<file path="src/rtl/dsp_collect_pkg.sv">
// Shared definitions for the DSP result collector: mode latency constants,
// tag-pipeline depth and tag/result-entry types. Optional macro: DSP_COLLECT_SEQ_EN.
`default_nettype none

package dsp_collect_pkg;

  localparam logic [1:0] E_MODE0      = 2'd0;
  localparam logic [1:0] E_MODE1      = 2'd1;
  localparam logic [1:0] E_MODE2      = 2'd3;
  localparam logic [1:0] MODE_INVALID = 2'd3;

  // Longest possible latency: 1 + E(2) + (2^psw - 1).
  function automatic int max_lat(input int psw);
    return 4 + (1 << psw) - 1;
  endfunction

  function automatic logic [1:0] mode_extra(input logic [1:0] mode);
    case (mode)
      2'd0:    return E_MODE0;
      2'd1:    return E_MODE1;
      2'd2:    return E_MODE2;
      default: return 2'd0;
    endcase
  endfunction

  typedef struct packed {
    logic [1:0] mode;
    logic       mac;
`ifdef DSP_COLLECT_SEQ_EN
    logic [3:0] seq;
`endif
  } res_meta_t;

  typedef struct packed {
    logic      valid;
    res_meta_t meta;
  } tag_t;

endpackage

`default_nettype wire

</file>
<file path="src/rtl/dsp_collect_fifo.sv">
// First-word fall-through FIFO with full/empty flags; head reads as zero when empty.
`default_nettype none

module dsp_collect_fifo #(
  parameter int DATA_W = 32,
  parameter int DEPTH  = 4
) (
  input  logic              clk,
  input  logic              rst_n,
  input  logic              push,
  input  logic              pop,
  input  logic [DATA_W-1:0] din,
  output logic [DATA_W-1:0] dout,
  output logic              full,
  output logic              empty
);

  localparam int AW = $clog2(DEPTH);

  logic [AW-1:0]     wr_ptr_q, wr_ptr_d;
  logic [AW-1:0]     rd_ptr_q, rd_ptr_d;
  logic [AW:0]       count_q, count_d;
  logic [DATA_W-1:0] mem_q [DEPTH];
  logic [DATA_W-1:0] mem_d [DEPTH];
  logic              do_push;
  logic              do_pop;

  assign full    = (count_q == (AW+1)'(DEPTH));
  assign empty   = (count_q == '0);
  assign do_pop  = pop && !empty;
  // A full FIFO still accepts a push when the head leaves in the same cycle.
  assign do_push = push && (!full || do_pop);
  assign dout    = empty ? '0 : mem_q[rd_ptr_q];

  always_comb begin
    mem_d    = mem_q;
    wr_ptr_d = wr_ptr_q;
    rd_ptr_d = rd_ptr_q;
    count_d  = count_q;
    if (do_push) begin
      mem_d[wr_ptr_q] = din;
      wr_ptr_d        = wr_ptr_q + 1'b1;
    end
    if (do_pop) begin
      rd_ptr_d = rd_ptr_q + 1'b1;
    end
    case ({do_push, do_pop})
      2'b10:   count_d = count_q + 1'b1;
      2'b01:   count_d = count_q - 1'b1;
      default: count_d = count_q;
    endcase
  end

  always_ff @(posedge clk) begin
    mem_q <= mem_d;
  end

  always_ff @(posedge clk or negedge rst_n) begin
    if (!rst_n) begin
      wr_ptr_q <= '0;
      rd_ptr_q <= '0;
      count_q  <= '0;
    end else begin
      wr_ptr_q <= wr_ptr_d;
      rd_ptr_q <= rd_ptr_d;
      count_q  <= count_d;
    end
  end

endmodule

`default_nettype wire

</file>
<file path="src/rtl/dsp_result_collector.sv">
// Tracks issued DSP operations through a latency tag pipeline and captures each
// result into a FIFO. Optional macro DSP_COLLECT_SEQ_EN adds a res_seq tag.
`default_nettype none

module dsp_result_collector #(
  parameter int WIDTH            = 16,
  parameter int PIPE_STAGE_WIDTH = 2,
  parameter int FIFO_DEPTH       = 4
) (
  input  logic                        clk,
  input  logic                        rst_n,
  input  logic                        start,
  input  logic [1:0]                  mode,
  input  logic                        mac,
  input  logic [PIPE_STAGE_WIDTH-1:0] pipe_stages,
  input  logic [2*WIDTH-1:0]          dsp_out,
  output logic                        res_valid,
  input  logic                        res_ready,
  output logic [2*WIDTH-1:0]          res_data,
  output logic [1:0]                  res_mode,
  output logic                        res_mac,
  output logic [3:0]                  in_flight,
  output logic                        err_ovf,
  output logic                        err_coll,
`ifdef DSP_COLLECT_SEQ_EN
  output logic [3:0]                  res_seq,
`endif
  output logic                        err_mode
);

  import dsp_collect_pkg::*;

  localparam int MAX_LAT = max_lat(PIPE_STAGE_WIDTH);
  localparam int SW      = $clog2(MAX_LAT);
  localparam int META_W  = $bits(res_meta_t);
  localparam int DATA_W  = 2*WIDTH + META_W;

  tag_t              tags_q [MAX_LAT];
  tag_t              tags_d [MAX_LAT];
  logic [SW-1:0]     tgt;
  logic              ins;
  logic              coll;
  logic              cap;
  logic              pop;
  logic              fifo_full;
  logic              fifo_empty;
  logic [3:0]        in_flight_q, in_flight_d;
  logic              err_ovf_q, err_ovf_d;
  logic              err_coll_q, err_coll_d;
  logic              err_mode_q, err_mode_d;
  res_meta_t         new_meta;
  res_meta_t         head_meta;
  logic [DATA_W-1:0] fifo_din;
  logic [DATA_W-1:0] fifo_dout;
`ifdef DSP_COLLECT_SEQ_EN
  logic [3:0]        seq_q, seq_d;
`endif

  // Target slot is L-1 = E(mode) + pipe_stages.
  assign tgt = SW'(mode_extra(mode)) + SW'(pipe_stages);

  always_comb begin
    new_meta      = '0;
    new_meta.mode = mode;
    new_meta.mac  = mac;
`ifdef DSP_COLLECT_SEQ_EN
    new_meta.seq  = seq_q;
`endif
  end

  // Shift first, then insert; an occupied target keeps the older tag.
  always_comb begin
    for (int i = 0; i < MAX_LAT-1; i++) begin
      tags_d[i] = tags_q[i+1];
    end
    tags_d[MAX_LAT-1] = '0;
    ins  = 1'b0;
    coll = 1'b0;
    if (start && (mode != MODE_INVALID)) begin
      if (tags_d[tgt].valid) begin
        coll = 1'b1;
      end else begin
        tags_d[tgt].valid = 1'b1;
        tags_d[tgt].meta  = new_meta;
        ins               = 1'b1;
      end
    end
  end

  assign cap      = tags_q[0].valid;
  assign fifo_din = {dsp_out, tags_q[0].meta};
  assign pop      = res_valid && res_ready;

  always_comb begin
    in_flight_d = in_flight_q;
    if (ins && !cap && (in_flight_q != 4'hF)) begin
      in_flight_d = in_flight_q + 4'd1;
    end else if (cap && !ins && (in_flight_q != 4'h0)) begin
      in_flight_d = in_flight_q - 4'd1;
    end
    err_ovf_d  = err_ovf_q  | (cap && fifo_full && !pop);
    err_coll_d = err_coll_q | coll;
    err_mode_d = err_mode_q | (start && (mode == MODE_INVALID));
`ifdef DSP_COLLECT_SEQ_EN
    seq_d = ins ? seq_q + 4'd1 : seq_q;
`endif
  end

  always_ff @(posedge clk or negedge rst_n) begin
    if (!rst_n) begin
      for (int i = 0; i < MAX_LAT; i++) begin
        tags_q[i] <= '0;
      end
      in_flight_q <= '0;
      err_ovf_q   <= 1'b0;
      err_coll_q  <= 1'b0;
      err_mode_q  <= 1'b0;
`ifdef DSP_COLLECT_SEQ_EN
      seq_q       <= '0;
`endif
    end else begin
      tags_q      <= tags_d;
      in_flight_q <= in_flight_d;
      err_ovf_q   <= err_ovf_d;
      err_coll_q  <= err_coll_d;
      err_mode_q  <= err_mode_d;
`ifdef DSP_COLLECT_SEQ_EN
      seq_q       <= seq_d;
`endif
    end
  end

  dsp_collect_fifo #(
    .DATA_W (DATA_W),
    .DEPTH  (FIFO_DEPTH)
  ) u_fifo (
    .clk   (clk),
    .rst_n (rst_n),
    .push  (cap),
    .pop   (pop),
    .din   (fifo_din),
    .dout  (fifo_dout),
    .full  (fifo_full),
    .empty (fifo_empty)
  );

  assign head_meta = fifo_dout[META_W-1:0];
  assign res_valid = !fifo_empty;
  assign res_data  = fifo_dout[DATA_W-1 -: 2*WIDTH];
  assign res_mode  = head_meta.mode;
  assign res_mac   = head_meta.mac;
`ifdef DSP_COLLECT_SEQ_EN
  assign res_seq   = head_meta.seq;
`endif
  assign in_flight = in_flight_q;
  assign err_ovf   = err_ovf_q;
  assign err_coll  = err_coll_q;
  assign err_mode  = err_mode_q;

endmodule

`default_nettype wire

</file>
<file path="config.mk">
export PLATFORM = sky130hd
export DESIGN_NAME = dsp_result_collector
export DESIGN_NICKNAME = d
export VERILOG_FILES = /design/src/rtl/dsp_collect_pkg.sv /design/src/rtl/dsp_collect_fifo.sv /design/src/rtl/dsp_result_collector.sv
export SDC_FILE = /design/constraint.sdc
export NUM_CORES = 1
export LEC_CHECK = 0
export ABC_AREA = 1
export CORE_MARGIN = 1
export CORE_UTILIZATION = 28
export CTS_CLUSTER_SIZE = 24
export DETAILED_ROUTE_END_ITERATION = 8
export PLACE_DENSITY = 0.48
export SYNTH_ARGS = -nofsm -noshare
export SYNTH_HDL_FRONTEND = slang
export SYNTH_SLANG_ARGS = --single-unit
</file>
<file path="constraint.sdc">
create_clock -name clk -period 3.7 [get_ports clk]
set_clock_uncertainty 0.05 [all_clocks]
set_input_delay 1.11 -clock clk [delete_from_list [all_inputs] [get_ports clk]]
set_output_delay 1.11 -clock clk [all_outputs]
set_load 0.02 [all_outputs]
</file>
# Word-level counts from Yosys, hierarchy flattened
# Cells that the tools add are included.
# word_totals
romBits	0
output_inout_bits	43
word_cells	107
ram_bits	0
inputBits	41
regBits	182
mem_count	0
latchBits	0
# classes
n_reduce_logical	23
n_bitwise	6
div	0
eq_ne	8
mux	26
add_sub_neg	7
shifts	0
n_lt_le_gt_ge	5
n_mul	0
# ops
operator	count
$bwmux 140	1
$mux 35	4
$bmux 35 s2	1
$demux 35 s2	1
$bwmux 28	2
$mux 28	2
$demux 4 s3	2
$mux 4	5
$logic_and 1x1->1	13
$bmux 4 s3	1
$eq 2x2->1 const B	3
$ge 3x3->1 const B	2
$not 2->3	2
$pmux 3 s2	1
$logic_not 1->1	5
$add 2x1->2 const B	2
$add 4x1->4 const B	1
$eq 2x1->1 const B	2
$ge 4x4->1 const B	1
$lt 4x1->1 const B	1
$mux 1	4
$ne 4x4->1 const B	1
$not 3->4	1
$pmux 2 s2	1
other kinds (13)	16

# Logic depth before layout (Yosys ltp)
# depth
word_depth	14
ltp_mapped	20
depth_no_buf	20

# By module
# A second synthesis with hierarchy kept.
# hier_totals
hier_cells	784
area_unflattened_um2	8012.7
# by_module_without_submodules
mod	area_each_um2	seq_area_each_um2	n_inst	cells_per_inst
dsp_collect_fifo	6419.9	4379.2	1	611
dsp_result_collector	1592.8	875.8	1	173

# Worst setup path after synthesis
# No wires, ideal clock.
# synth_timing
path_type	input-to-reg
from	input port mode[0]
to	register in_flight_q[3] (netlist: in_flight[3])
path_buffers	0
path_slack_ns	-0.004
arrival_ns	3.537
required_time_ns	3.533
path_stages	19
setup_ns	0.117
cell_sequence	inv_1 > ha_1 > inv_1 > ha_1 > inv_1 > fa_1 > inv_1 > nor2_1 > nand2_2 > nand3_4 > nor2_8 > nand2_4 > ha_1 > a21oi_1 > nand2_1 > nand2_1 > nand2_1 > nand3_1 > nand2_1
# synth_via
elab_chain_len	13
word_cells_on_any_way	19
cone_classes	add/sub (1); eq/ne (3); mux (7); bitwise (1); reduce/logical (7)
# synth_lines
item	line_no	text
start: declaration	dsp_result_collector.sv:13	input logic [1:0] mode,
$eq 2x2->1 or $eq 2x1->1 (tied branches)	dsp_collect_pkg.sv:18	case (mode)
$pmux 2 s2	dsp_collect_pkg.sv:18	
$add 2x2->3	dsp_result_collector.sv:60	assign tgt = SW'(mode_extra(mode)) + SW'(pipe_stages);
$not 3->4 (implied by the code)	dsp_result_collector.sv:80	if (tags_d[tgt].valid) begin
$bmux 4 s3	dsp_result_collector.sv:80	
$mux 4 (implied by the code) (2 in series)	dsp_result_collector.sv:80	
$mux 1	dsp_result_collector.sv:80	
$mux 1 (*)	dsp_result_collector.sv:79	if (start && (mode != MODE_INVALID)) begin
$logic_not 1->1	dsp_result_collector.sv:98	end else if (cap && !ins && (in_flight_q != 4'h0)) begin
$logic_and 1x1->1 (2 in series)	dsp_result_collector.sv:98	
$reduce_bool 2->1 (no source line)	-	
end signal: assignment	dsp_result_collector.sv:123	in_flight_q <= in_flight_d;
end: declaration	dsp_result_collector.sv:47	logic [3:0] in_flight_q, in_flight_d;
# Mark *: on every way between the ends. The rest lies on a longest branch, timed or not. The select of a mux whose other input is x is not followed.
# A chain may end at the register's enable or synchronous reset.

# Worst setup path after layout
# layout_timing
from	register u_fifo.rd_ptr_q[0]
to	output port res_mode[1]
# layout_via
elab_chain_len	5
# layout_lines
item	line_no	text
start: declaration	dsp_collect_fifo.sv:21	logic [AW-1:0] rd_ptr_q, rd_ptr_d;
start signal: assignment	dsp_collect_fifo.sv:65	rd_ptr_q <= rd_ptr_d;
$not 2->3 (implied by the code)	dsp_collect_fifo.sv:33	assign dout = empty ? '0 : mem_q[rd_ptr_q];
$bmux 35 s2	dsp_collect_fifo.sv:33	
$mux 35 (implied by the code) (2 in series)	dsp_collect_fifo.sv:33	
$mux 35	dsp_collect_fifo.sv:33	
end: declaration	dsp_result_collector.sv:20	output logic [1:0] res_mode,
# No other way between the ends. The select of a mux whose other input is x is not followed.

==> flow_metrics.py <==
metrics = {
    "floorplan": {
        "start_util_pct": 28.5,
        "pin_count": 84,
        "core_area_sq_um": 26100,
        "die_width_microns": 165,
        "die_area_sq_um": 27200,
        "die_h_microns": 165,
        "num_rows": 59,
    },
    "clock_network": {
        "cts_tree": "built",
        "cts_root_buffer": "clkbuf_16",
        "insertion_delay_ns": 0.42,
        "clockBufferDepth": 2,
        "clk_pin_slew_ns": 0.07,
        "cts_sinks": 182,
        "cts_max_level": 4,
        "cts_hold_buf": 0,
        "cts_buffers": 17,
    },
    "synthesis": {
        "synthMuxAreaShare_pct": 0,
        "syn-num-nets": 686,
        "ys_seq_area_share_pct": 70.8,
        "synth_top_family_by_area": "simple AND/OR/NAND/NOR gates",
        "synth_cells": 632,
        "synth_compound_area_share_pct": 8.78,
        "synth-xor-area-share_pct": 0.708,
        "ys_seq_elements": 182,
        "yosysWarnings": 0,
        "syn_avg_cell_area_sq_um": 11.7,
        "yosysTopAreaCell": "edfxtp_1",
        "yosys.cell_types.count": 33,
        "netlist_top_cells_area": "edfxtp_1 (57%), dfrtp_1 (14%), nor2_1 (7.7%)",
        "syn_area_sq_um": 7420,
        "synthAdderAreaFrac_pct": 2.49,
        "yosys.area_share.simple_pct": 13.8,
        "synth_top_area_share_pct": 56.6,
    },
    "global_routing": {
        "grt_pass1_vias": 4624,
        "grt_first_pass_wirelength_mm": 24.8,
        "antenna_found_initial": 0,
        "grt_overflow": 0,
        "grt_max_degree": 55,
        "grt_use_total_pct": 12.3,
    },
    "routing": {
        "drtAntennaViolNets": 0,
        "viasPerCell": 4.34,
        "wl_per_cell_microns": 14.5,
        "drc": 0,
        "wl_mm": 15.8,
        "dr.pass1.iters": 4,
        "via_count": 4727,
        "drtIter0Drc": 235,
    },
    "cells_and_area": {
        "area_growth_pct": 28.7,
        "n_antenna_cell": 0,
        "final_common_cell": "nor2_1",
        "drive_above_1_share_pct": 13.2,
        "final_cell_mix": "nor2_1 (147), edfxtp_1 (140), clkdlybuf4s50_1 (80)",
        "nets": 796,
        "instances_no_fill": 1090,
    },
    "power_and_ir_drop": {
        "irDropWorstVdd_mv": 0.464,
        "p_leak_nw": 3.60,
        "powerDensity_nw_per_um2": 805,
    },
    "timing": {
        "rsz0062_at_grt": "false",
        "post-route-period-util_pct": 91.9,
        "finalSetupViolations": 0,
        "hold_ws_ns": 0.389,
        "period_needed_ns": 3.40,
        "hold_viol": 0,
        "fmax_ghz": 0.294,
        "slew_headroom_pct": 33.8,
        "worstMarginPinSlew_ns": 0.993,
        "finalMaxSlewViolations": 0,
    },
    "run_status": {
        "outcome": "finished clean",
    },
    "min_path": {
        "hp-class": "register to register",
    },
    "setup_path": {
        "rr_endpoint": "u_fifo.count_q[2]$_DFFE_PN0P_",
        "worstSetupPathType": "register to primary output",
        "critPathCapture": "res_mode[1]",
        "critPathArrivalTime_ns": 2.24,
        "worstSetupStartpoint": "u_fifo.rd_ptr_q[0]$_DFFE_PN0P_",
        "cp-start-kind": "register",
        "ff2ff_path_depth": 11,
        "cp.required_ns": 2.54,
        "r2r_slack_ns": 1.44,
        "r2r_start": "u_fifo.count_q[0]$_DFFE_PN0P_",
        "critPathCaptureType": "primary output",
        "crit_fanout": 54,
    },
    "placed_design": {
        "dpl.hpwl_mm": 9.15,
        "port_buffers": 83,
        "place_congestion": 0.729,
        "placed_cells": 1056,
    },
    "job": {
        "cap_violations": 0,
    },
}
Yosys cell counts (all sizes together):
cell / n
clkbuf: 12
o21ai: 85
nand4: 1
nand2: 68
a41oi: 1
inv: 36
buf: 14
nand3: 10
nor3: 2
or2: 2
a21o: 2
edfxtp: 140
a21oi: 39
xnor2: 1
ha: 10
fa: 3
dfrtp: 42
nor2: 156
xor2: 5
clkinv: 2
o21bai: 1
critical path, cell delays in order, from the launching register on:
cell	delay, ns
dfrtp_2	0.40
buf_12	0.27
nor2_1	0.08
nor2_1	0.08
o21ai_0	0.09
a21oi_1	0.25
clkdlybuf4s50_1	0.65
through the flow:
stage | cell area [sq um] | util, % | worst slack, ns | total power (W) | setup TNS (ns)
floorplan | 7430 | - | 0.0288 | 0.00450 | 0
global placement | 8900 | 34.1 | -0.412 | 0.00593 | -1.74
detailed placement | 8900 | 34.1 | -0.477 | 0.00594 | -2.77
CTS | 9520 | 36.5 | 0.0131 | 0.00780 | 0
global route | 9560 | 36.7 | 0.150 | 0.00820 | 0
finish | 9560 | 36.7 | 0.299 | 0.00769 | 0
power breakdown:
group | total [W] | leakage (nW) | switching [W] | internal (W)
logic | 0.00320 | 1.50 | 0.00190 | 0.00130
clock network | 0.00182 | 0.294 | 0.000848 | 0.000977
registers | 0.00267 | 1.81 | 0.000126 | 0.00254
total | 0.00769 | 3.60 | 0.00287 | 0.00482
worst min-delay path by stage:
stage / startpoint / end / cells after the start
floorplan: tags_q[6]$_DFF_PN0_ / tags_q[10]$_DFF_PN0_ / 2
global placement: tags_q[2]$_DFF_PN0_ / tags_q[6]$_DFF_PN0_ / 2
detailed placement: tags_q[0]$_DFF_PN0_ / tags_q[4]$_DFF_PN0_ / 2
CTS: tags_q[0]$_DFF_PN0_ / tags_q[4]$_DFF_PN0_ / 2
global route: tags_q[4]$_DFF_PN0_ / tags_q[8]$_DFF_PN0_ / 2
finish: tags_q[5]$_DFF_PN0_ / tags_q[9]$_DFF_PN0_ / 2
layer usage:
metal  track usage, %  routed length, microns
met5                0                       0
met4             3.38                     119
met3             3.19                     726
met2             19.9                    7520
met1             16.2                    7410
area by class of cell:
cell class / instances / area (sq um)
repair buffers: 117 / 1150
fillers: 2539 / 16500
clock inverters: 15 / 184
flip-flops and latches: 182 / 5260
inverters: 38 / 148
clock buffers: 17 / 425
well taps: 335 / 419
multi-input cells: 386 / 1980
flip-flops by register name, indices dropped and copies added, names as in the netlist:
name,count
u_fifo.wr_ptr_q,2
cap,1
err_mode,1
u_fifo.mem_q,140
err_ovf,1
err_coll,1
in_flight,4
u_fifo.rd_ptr_q,2
tags_q,24
fifo_din,3
u_fifo.count_q,3
kinds of logic (layout without fill, tap and decap cells):
kind of cell | after synthesis | after routing
AND/OR/NAND/NOR | 239 | 239
XOR/XNOR | 6 | 6
buffers and inverters | 64 | 187
flip-flops | 182 | 182
adder cells (fa/ha/maj) | 13 | 13
AO/OA/AOI/OAI | 128 | 128
what timing repair did:
item / 4_1_cts / 5_1_grt
setup endpoints to repair: 1 / 2
setup buffers: 0 / 2
pin swaps: 1 / 6
gates resized for setup: 1 / 6
Power figures use the tool's default switching activity.
